`config.mk`:
```
export PLATFORM = sky130hd
export DESIGN_NAME = fetch_queue_flat
export DESIGN_NICKNAME = d
export VERILOG_FILES = /design/src/rtl/fetch_queue_if.sv /design/src/rtl/fetch_queue.sv /design/src/flat_wrapper.sv
export SDC_FILE = /design/constraint.sdc
export NUM_CORES = 1
export LEC_CHECK = 0
export CAP_MARGIN = 10
export CORE_UTILIZATION = 45
export CTS_CLUSTER_DIAMETER = 40
export CTS_CLUSTER_SIZE = 24
export DETAILED_ROUTE_END_ITERATION = 8
export GPL_ROUTABILITY_DRIVEN = 0
export GPL_TIMING_DRIVEN = 1
export PLACE_DENSITY = 0.72
export SYNTH_ARGS = -nofsm -noshare
export SYNTH_HDL_FRONTEND = slang
export SYNTH_SLANG_ARGS = --single-unit
```
`constraint.sdc`:
```
create_clock -name clock -period 8.4 [get_ports clock]
set_input_delay 1.68 -clock clock [delete_from_list [all_inputs] [get_ports clock]]
set_output_delay 1.68 -clock clock [all_outputs]
set_load 0.02 [all_outputs]
```
`src/rtl/fetch_queue_if.sv`:
```
// Fetch-side bundle between the prefetch queue, the synchronous program memory
// and the decoder. The slave modport is the fetch queue itself.
interface fetch_queue_if #(
  parameter int PC_WIDTH   = 12,
  parameter int PMEM_WIDTH = 16,
  parameter int DEPTH      = 4
) ();

  localparam int CNT_WIDTH = $clog2(DEPTH) + 1;

  logic [PC_WIDTH-1:0]   in_branch_pc;
  logic                  in_set_pc;
  logic                  in_flush;
  logic                  in_stall;
  logic [PMEM_WIDTH-1:0] in_instr;
  logic [PC_WIDTH-1:0]   out_pmem_addr;
  logic [PMEM_WIDTH-1:0] out_instr;
  logic [PC_WIDTH-1:0]   out_pc;
  logic                  out_valid;
  logic [CNT_WIDTH-1:0]  out_count;

  modport slave (
    input  in_branch_pc,
    input  in_set_pc,
    input  in_flush,
    input  in_stall,
    input  in_instr,
    output out_pmem_addr,
    output out_instr,
    output out_pc,
    output out_valid,
    output out_count
  );

  modport master (
    output in_branch_pc,
    output in_set_pc,
    output in_flush,
    output in_stall,
    output in_instr,
    input  out_pmem_addr,
    input  out_instr,
    input  out_pc,
    input  out_valid,
    input  out_count
  );

endinterface

```
`src/rtl/fetch_queue.sv`:
```
// Instruction-fetch unit: one PMEM read per cycle into a DEPTH-entry prefetch
// queue of {instr, pc}, drained by the decoder under a stall handshake.
module fetch_queue #(
  parameter int                  PC_WIDTH     = 12,
  parameter int                  PMEM_WIDTH   = 16,
  parameter int                  PC_INCREMENT = 2,
  parameter int                  DEPTH        = 4,
  parameter logic [PC_WIDTH-1:0] RESET_PC     = '0
) (
  input  logic          clock,
  input  logic          reset,
  fetch_queue_if.slave  bus
);

  localparam int PTR_WIDTH = $clog2(DEPTH);
  localparam int CNT_WIDTH = PTR_WIDTH + 1;
  localparam logic [PC_WIDTH-1:0]  PC_STEP   = PC_WIDTH'(PC_INCREMENT);
  localparam logic [CNT_WIDTH:0]   DEPTH_EXT = (CNT_WIDTH + 1)'(DEPTH);

  logic [PC_WIDTH-1:0]   fetch_pc;
  logic                  req_valid_q;
  logic [PC_WIDTH-1:0]   req_pc_q;

  logic [PMEM_WIDTH-1:0] instr_mem [DEPTH];
  logic [PC_WIDTH-1:0]   pc_mem    [DEPTH];
  logic [PTR_WIDTH-1:0]  rd_ptr;
  logic [PTR_WIDTH-1:0]  wr_ptr;
  logic [CNT_WIDTH-1:0]  count;

  logic                  redirect;
  logic                  pop;
  logic                  push;
  logic                  issue;
  logic [CNT_WIDTH:0]    occupancy;
  logic [PC_WIDTH-1:0]   pmem_addr;

  // Queued words plus the outstanding read, after this cycle's pop, must leave
  // room for one more response; that alone keeps the queue from overflowing.
  always_comb begin
    redirect  = bus.in_set_pc | bus.in_flush;
    pop       = (count != '0) & ~bus.in_stall & ~redirect;
    push      = req_valid_q & ~redirect;
    occupancy = {1'b0, count} + (CNT_WIDTH + 1)'(req_valid_q) - (CNT_WIDTH + 1)'(pop);
    issue     = bus.in_set_pc | (~bus.in_flush & (occupancy < DEPTH_EXT));
    pmem_addr = bus.in_set_pc ? bus.in_branch_pc : fetch_pc;
  end

  always_ff @(posedge clock or negedge reset) begin
    if (!reset) begin
      fetch_pc    <= RESET_PC;
      req_valid_q <= 1'b0;
      req_pc_q    <= '0;
    end else if (issue) begin
      fetch_pc    <= pmem_addr + PC_STEP;
      req_valid_q <= 1'b1;
      req_pc_q    <= pmem_addr;
    end else begin
      req_valid_q <= 1'b0;
    end
  end

  // Pointers are exactly log2(DEPTH) bits wide, so they wrap modulo DEPTH.
  always_ff @(posedge clock or negedge reset) begin
    if (!reset) begin
      rd_ptr <= '0;
      wr_ptr <= '0;
      count  <= '0;
    end else if (redirect) begin
      rd_ptr <= '0;
      wr_ptr <= '0;
      count  <= '0;
    end else begin
      if (push) wr_ptr <= wr_ptr + 1'b1;
      if (pop)  rd_ptr <= rd_ptr + 1'b1;
      count <= count + CNT_WIDTH'(push) - CNT_WIDTH'(pop);
    end
  end

  // Entry storage needs no reset: it is only observed through out_valid.
  always_ff @(posedge clock) begin
    if (push) begin
      instr_mem[wr_ptr] <= bus.in_instr;
      pc_mem[wr_ptr]    <= req_pc_q;
    end
  end

  always_comb begin
    bus.out_pmem_addr = pmem_addr;
    bus.out_valid     = (count != '0);
    bus.out_count     = count;
    bus.out_instr     = bus.out_valid ? instr_mem[rd_ptr] : '0;
    bus.out_pc        = bus.out_valid ? pc_mem[rd_ptr]    : '0;
  end

endmodule
```
`src/flat_wrapper.sv`:
```
// flat-port wrapper written by rule: the top's interface ports become plain ports
module fetch_queue_flat 
#(
  parameter int                  PC_WIDTH     = 12,
  parameter int                  PMEM_WIDTH   = 16,
  parameter int                  PC_INCREMENT = 2,
  parameter int                  DEPTH        = 4,
  parameter logic [PC_WIDTH-1:0] RESET_PC     = '0
)
  (clock, reset, bus_in_branch_pc, bus_in_set_pc, bus_in_flush, bus_in_stall, bus_in_instr, bus_out_pmem_addr, bus_out_instr, bus_out_pc, bus_out_valid, bus_out_count);
  fetch_queue_if #(.PC_WIDTH(PC_WIDTH), .PMEM_WIDTH(PMEM_WIDTH), .DEPTH(DEPTH)) bus_i ();
  input  logic clock;
  input  logic reset;
  input wire logic [$bits(bus_i.in_branch_pc)-1:0] bus_in_branch_pc;
  input wire logic [$bits(bus_i.in_set_pc)-1:0] bus_in_set_pc;
  input wire logic [$bits(bus_i.in_flush)-1:0] bus_in_flush;
  input wire logic [$bits(bus_i.in_stall)-1:0] bus_in_stall;
  input wire logic [$bits(bus_i.in_instr)-1:0] bus_in_instr;
  output wire logic [$bits(bus_i.out_pmem_addr)-1:0] bus_out_pmem_addr;
  output wire logic [$bits(bus_i.out_instr)-1:0] bus_out_instr;
  output wire logic [$bits(bus_i.out_pc)-1:0] bus_out_pc;
  output wire logic [$bits(bus_i.out_valid)-1:0] bus_out_valid;
  output wire logic [$bits(bus_i.out_count)-1:0] bus_out_count;
  assign bus_i.in_branch_pc = bus_in_branch_pc;
  assign bus_i.in_set_pc = bus_in_set_pc;
  assign bus_i.in_flush = bus_in_flush;
  assign bus_i.in_stall = bus_in_stall;
  assign bus_i.in_instr = bus_in_instr;
  assign bus_out_pmem_addr = bus_i.out_pmem_addr;
  assign bus_out_instr = bus_i.out_instr;
  assign bus_out_pc = bus_i.out_pc;
  assign bus_out_valid = bus_i.out_valid;
  assign bus_out_count = bus_i.out_count;
  fetch_queue #(.PC_WIDTH(PC_WIDTH), .PMEM_WIDTH(PMEM_WIDTH), .PC_INCREMENT(PC_INCREMENT), .DEPTH(DEPTH), .RESET_PC(RESET_PC)) u_core (.clock(clock), .reset(reset), .bus(bus_i));
endmodule
```
# --- Word level (Yosys, flattened, before mapping) ---
# Memory sizes are Yosys's and may differ from the RTL's.
# Cells that the tools add are included.
# Widths: inputs -> output; s select.
word_totals:
  regBits: 32
  mem_bits_rw: 112
  inputBits: 33
  elab_cells: 39
  memories: 2
classes:
  n_addsub: 7
  n_lt_le_gt_ge: 1
  muxes: 11
  bitwise: 9
  reduce_logical: 3
mem_list:
  columns: ["name", "depth", "word_bits", "read_ports", "rd_clocked_by_memory_dff", "write_ports", "line_no", "rtl"]
  rows:
  - ["u_core.instr_mem", 4, 16, 1, 0, 1, "fetch_queue.sv:24", "logic [PMEM_WIDTH-1:0] instr_mem [DEPTH];"]
  - ["u_core.pc_mem", 4, 12, 1, 0, 1, "fetch_queue.sv:25", "logic [PC_WIDTH-1:0] pc_mem [DEPTH];"]
ops:
  columns: ["op", "count"]
  rows:
  - ["$mux 12", 2]
  - ["$mux 16", 1]
  - ["$add 12x2->12 const B", 1]
  - ["$mux 2", 4]
  - ["$add 2x1->2 const B", 2]
  - ["$add 3x1->4", 1]
  - ["$and 1x1->1", 4]
  - ["$lt 4x3->1 const B", 1]
  - ["$reduce_bool 2->1", 2]
  - ["$sub 4x1->4", 1]
  - ["$add 3x1->3", 1]
  - ["$mux 1", 3]
  - ["$mux 3", 1]
  - ["$not 1->1", 3]
  - ["$reduce_bool 3->1", 1]
  - ["$sub 3x1->3", 1]
  - ["$or 1x1->1", 2]

# --- Longest topological paths before layout ---
depth:
  ltp_word: 8
  mapped_depth: 15
  mapped_depth_nobuf: 10

# --- Worst setup path before layout ---
# OpenSTA, ideal clock, no wires.
synth_timing:
  path_type: "input to output"
  startpoint: "input port bus_in_set_pc"
  endpoint: "output port bus_out_pmem_addr[1]"
  t_arrival_ns: 2.777
  required_ns: 6.720
  setup_slack_ns: 3.943
  cell_stages: 4
  n_path_buf: 3
  path_cell_list: "buf_2 > buf_4 > buf_6 > o21ai_0"
synth_between:
  elab_chain_len: 1
synth_rtl:
  columns: ["item", "line_no", "rtl"]
  rows:
  - ["from (decl)", "flat_wrapper.sv:15", "input wire logic [$bits(bus_i.in_set_pc)-1:0] bus_in_set_pc;"]
  - ["$mux 12", "fetch_queue.sv:45", "pmem_addr = bus.in_set_pc ? bus.in_branch_pc : fetch_pc;"]
  - ["to (decl)", "flat_wrapper.sv:19", "output wire logic [$bits(bus_i.out_pmem_addr)-1:0] bus_out_pmem_addr;"]
# No other way between the ends.

# --- Worst setup path in the final report ---
# Same ends and word-level chain as after synthesis.

==> results_dict.tcl <==
set metrics [dict create \
    status "finished, final reports clean" \
    clkPwrFrac 0.419 \
    floorplan.initialDensity 0.469 \
    row_count 41 \
    antenna_found_initial 0 \
    grt_pass1_vias 3371 \
    power_switching_uw 400 \
    drt_wl_total_um 10700 \
    cts_root_buf "clkbuf_16" \
    rsz0062_at_grt "no" \
    diodes 0 \
    io_buffers 76 \
    coreArea_mm2 0.0128 \
    worst_slew_pin_slew_ns 1.01 \
    post-cts-setup-buffers 0 \
    hold_end "u_core.pc_mem[2][6]" \
    clk_path_buf_depth 2 \
    drive_above_1_share 0.229 \
    rr_worst_depth 10 \
    holdCritPathClass "reg2reg" \
    yosysUniqueCellTypes 36 \
    arrival_ns 3.94 \
    drc 0 \
    yosysTopAreaCell "edfxtp_1" \
    power_frac_comb 0.101 \
    numCtsBuffers 17 \
    synth_area_leaders "edfxtp_1 56%, dfrtp_1 13%, mux4_2 10%" \
    vias 3120 \
    fin_nets 467 \
    regToRegEndpoint "u_core.req_pc_q[6]" \
    htreeDepth 4 \
    area_growth_pct 25.4 \
    die_x_um 118 \
    max_cap_viol_count 0 \
    avgSynthCellArea_um2 17.9 \
    grt_pass1_wl_um 17700 \
    relSlewSlack 0.325 \
    syn_inst 337 \
    ir_drop_mv 0.119 \
    critical_path_class "in2out" \
    postCtsHoldBufs 0 \
    synth_nets 381 \
    synth_warnings 0 \
    firstDrtPassIters 4 \
    cts_tree "done" \
    clk_pin_slew_ns 0.06 \
    setup_violations 0 \
    ys_async_sr_fraction 0.217 \
    p_int_uw 1380 \
    cts.sink_count 143 \
    drt-vias-per-instance 5.13 \
    r2r-start "u_core.bus.out_count[1]" \
    cts_resized 0 \
    fin_crit_sh 0.669 \
    wl_per_cell_um 17.6 \
    required_ns 6.72 \
    synth_top_area_frac 0.559 \
    placed_area_mm2 0.00695 \
    hold_violations 0 \
    drtIter0Drc 191 \
    whs_path_depth 0 \
    end_kind "output port" \
    design.die.area_mm2 0.0138 \
    detailed_place_hpwl_um 6570 \
    timing.setup.tns_ns 0 \
    sequentialPowerShare 0.480 \
    io-pin-count 77 \
    gr-total-overflow 0 \
    setup.worst_path.start_class "primary input" \
    fin_ws_ns 2.78 \
    rrSetupSlack_ns 5.19 \
    synth_area_mm2 0.00602 \
    leakagePower_uw 0.00258 \
    grt_max_degree 32 \
    pre_cts_ws_ns 2.79 \
    finalMaxSlewViolations 0 \
    cp_max_fo 27 \
    yosysMostFrequentCell "edfxtp_1" \
    max_freq_mhz 178 \
    seq_area_frac_synth 0.688 \
    ys_ff_latch 143 \
    ys.flop_type "edfxtp_1" \
    synth_common_cells "112 x edfxtp_1, 31 x dfrtp_1, 29 x mux2_2" \
    fp.dieH_um 118 \
    powerDensity_mw_per_mm2 236 \
    swShare 0.225 \
    hold_start "u_core.req_pc_q[6]" \
    fin_area_mm2 0.00755 \
    synth_edf_count 112 \
    clk_latency_ns 0.40 \
    ant_nets 0 \
    grt.total_usage 0.169 \
    clock_skew_ns 0.00721 \
    min_period_ns 5.62 \
]
flip-flops by register name (all words and copies together) (netlist names):
signal                cells
u_core.instr_mem         64
u_core.pc_mem            48
u_core.req_pc_q          12
u_core.fetch_pc          11
u_core.bus.out_count      3
u_core.rd_ptr             2
u_core.wr_ptr             2
u_core.req_valid_q        1
layout make-up:
class | instances | area, um^2
fill | 983 | 5280
timing repair buffer | 83 | 813
clock buffer | 18 | 429
inverter | 12 | 45.0
tap | 172 | 215
multi-input combinational | 166 | 1740
clock inverter | 14 | 166
sequential | 143 | 4140
per-stage QoR:
stage,power (uW),hold slack [ns],cells,utilization
after global placement,1040,0.489,576,0.542
after global routing,1850,0.529,608,0.589
after CTS,1800,0.514,608,0.589
final,1780,0.514,608,0.589
after floorplan,968,0.471,337,-
after detailed placement,1050,0.505,576,0.542
cell usage in the layout (no fill, tap or decap), types with 2 or more instances in the layout:
cell	n
edfxtp_1	112
clkdlybuf4s50_1	76
dfrtp_1	30
mux2_2	29
mux4_2	28
nor2b_1	28
clkbuf_16	17
inv_1	12
nand2_1	10
xnor2_1	10
ha_1	10
nor2_1	9
buf_4	7
o21ai_0	4
and3_1	4
xor2_1	4
nand3_1	4
and2_1	3
nand4_1	3
mux2i_1	3
clkinv_2	3
clkinvlp_4	3
bufinv_16	3
a21boi_0	2
clkinv_4	2
inv_6	2
cell families (layout without fill, tap and decap cells):
kind of cell	count (synthesis)	in the layout	share of synthesized area
flops	143	143	0.688
simple gates	68	68	0.0622
mux	61	61	0.166
buf+inv	28	127	0.0241
xor+xnor	14	14	0.0204
compound gates	12	12	0.0156
fa+ha+maj	11	11	0.0241
worst max-delay path, cell delays in order:
cell             delay [ns]
clkdlybuf4s50_1        0.91
o21ai_0                0.63
clkdlybuf4s50_1        0.71
layer usage:
metal,vias to the layer above,share of wire,global-route usage
li1,1451,-,-
met1,1587,0.45,0.215
met2,78,0.50,0.277
met3,4,0.037,0.0509
met4,0,0.0081,0.0585
met5,-,0,0
how the worst max path moves through the flow:
stage	depth (start not counted)	end	slack [ns]	from
2_1_floorplan	4	bus_out_pmem_addr[1]	3.94	bus_in_set_pc
3_3_place_gp	3	bus_out_pmem_addr[1]	2.89	bus_in_set_pc
6_report	3	bus_out_pmem_addr[1]	2.78	bus_in_set_pc
4_1_cts	3	bus_out_pmem_addr[1]	2.79	bus_in_set_pc
5_1_grt	3	bus_out_pmem_addr[1]	2.65	bus_in_set_pc
3_5_place_dp	3	bus_out_pmem_addr[1]	2.79	bus_in_set_pc
power groups by stage:
stage	logic [uW]	clock network [uW]	registers (uW)
floorplan	114	0	855
global placement	176	0	865
detailed placement	181	0	869
CTS	182	764	855
global route	196	796	862
finish	180	747	855
Note: power is estimated with default switching activity, not from simulation.
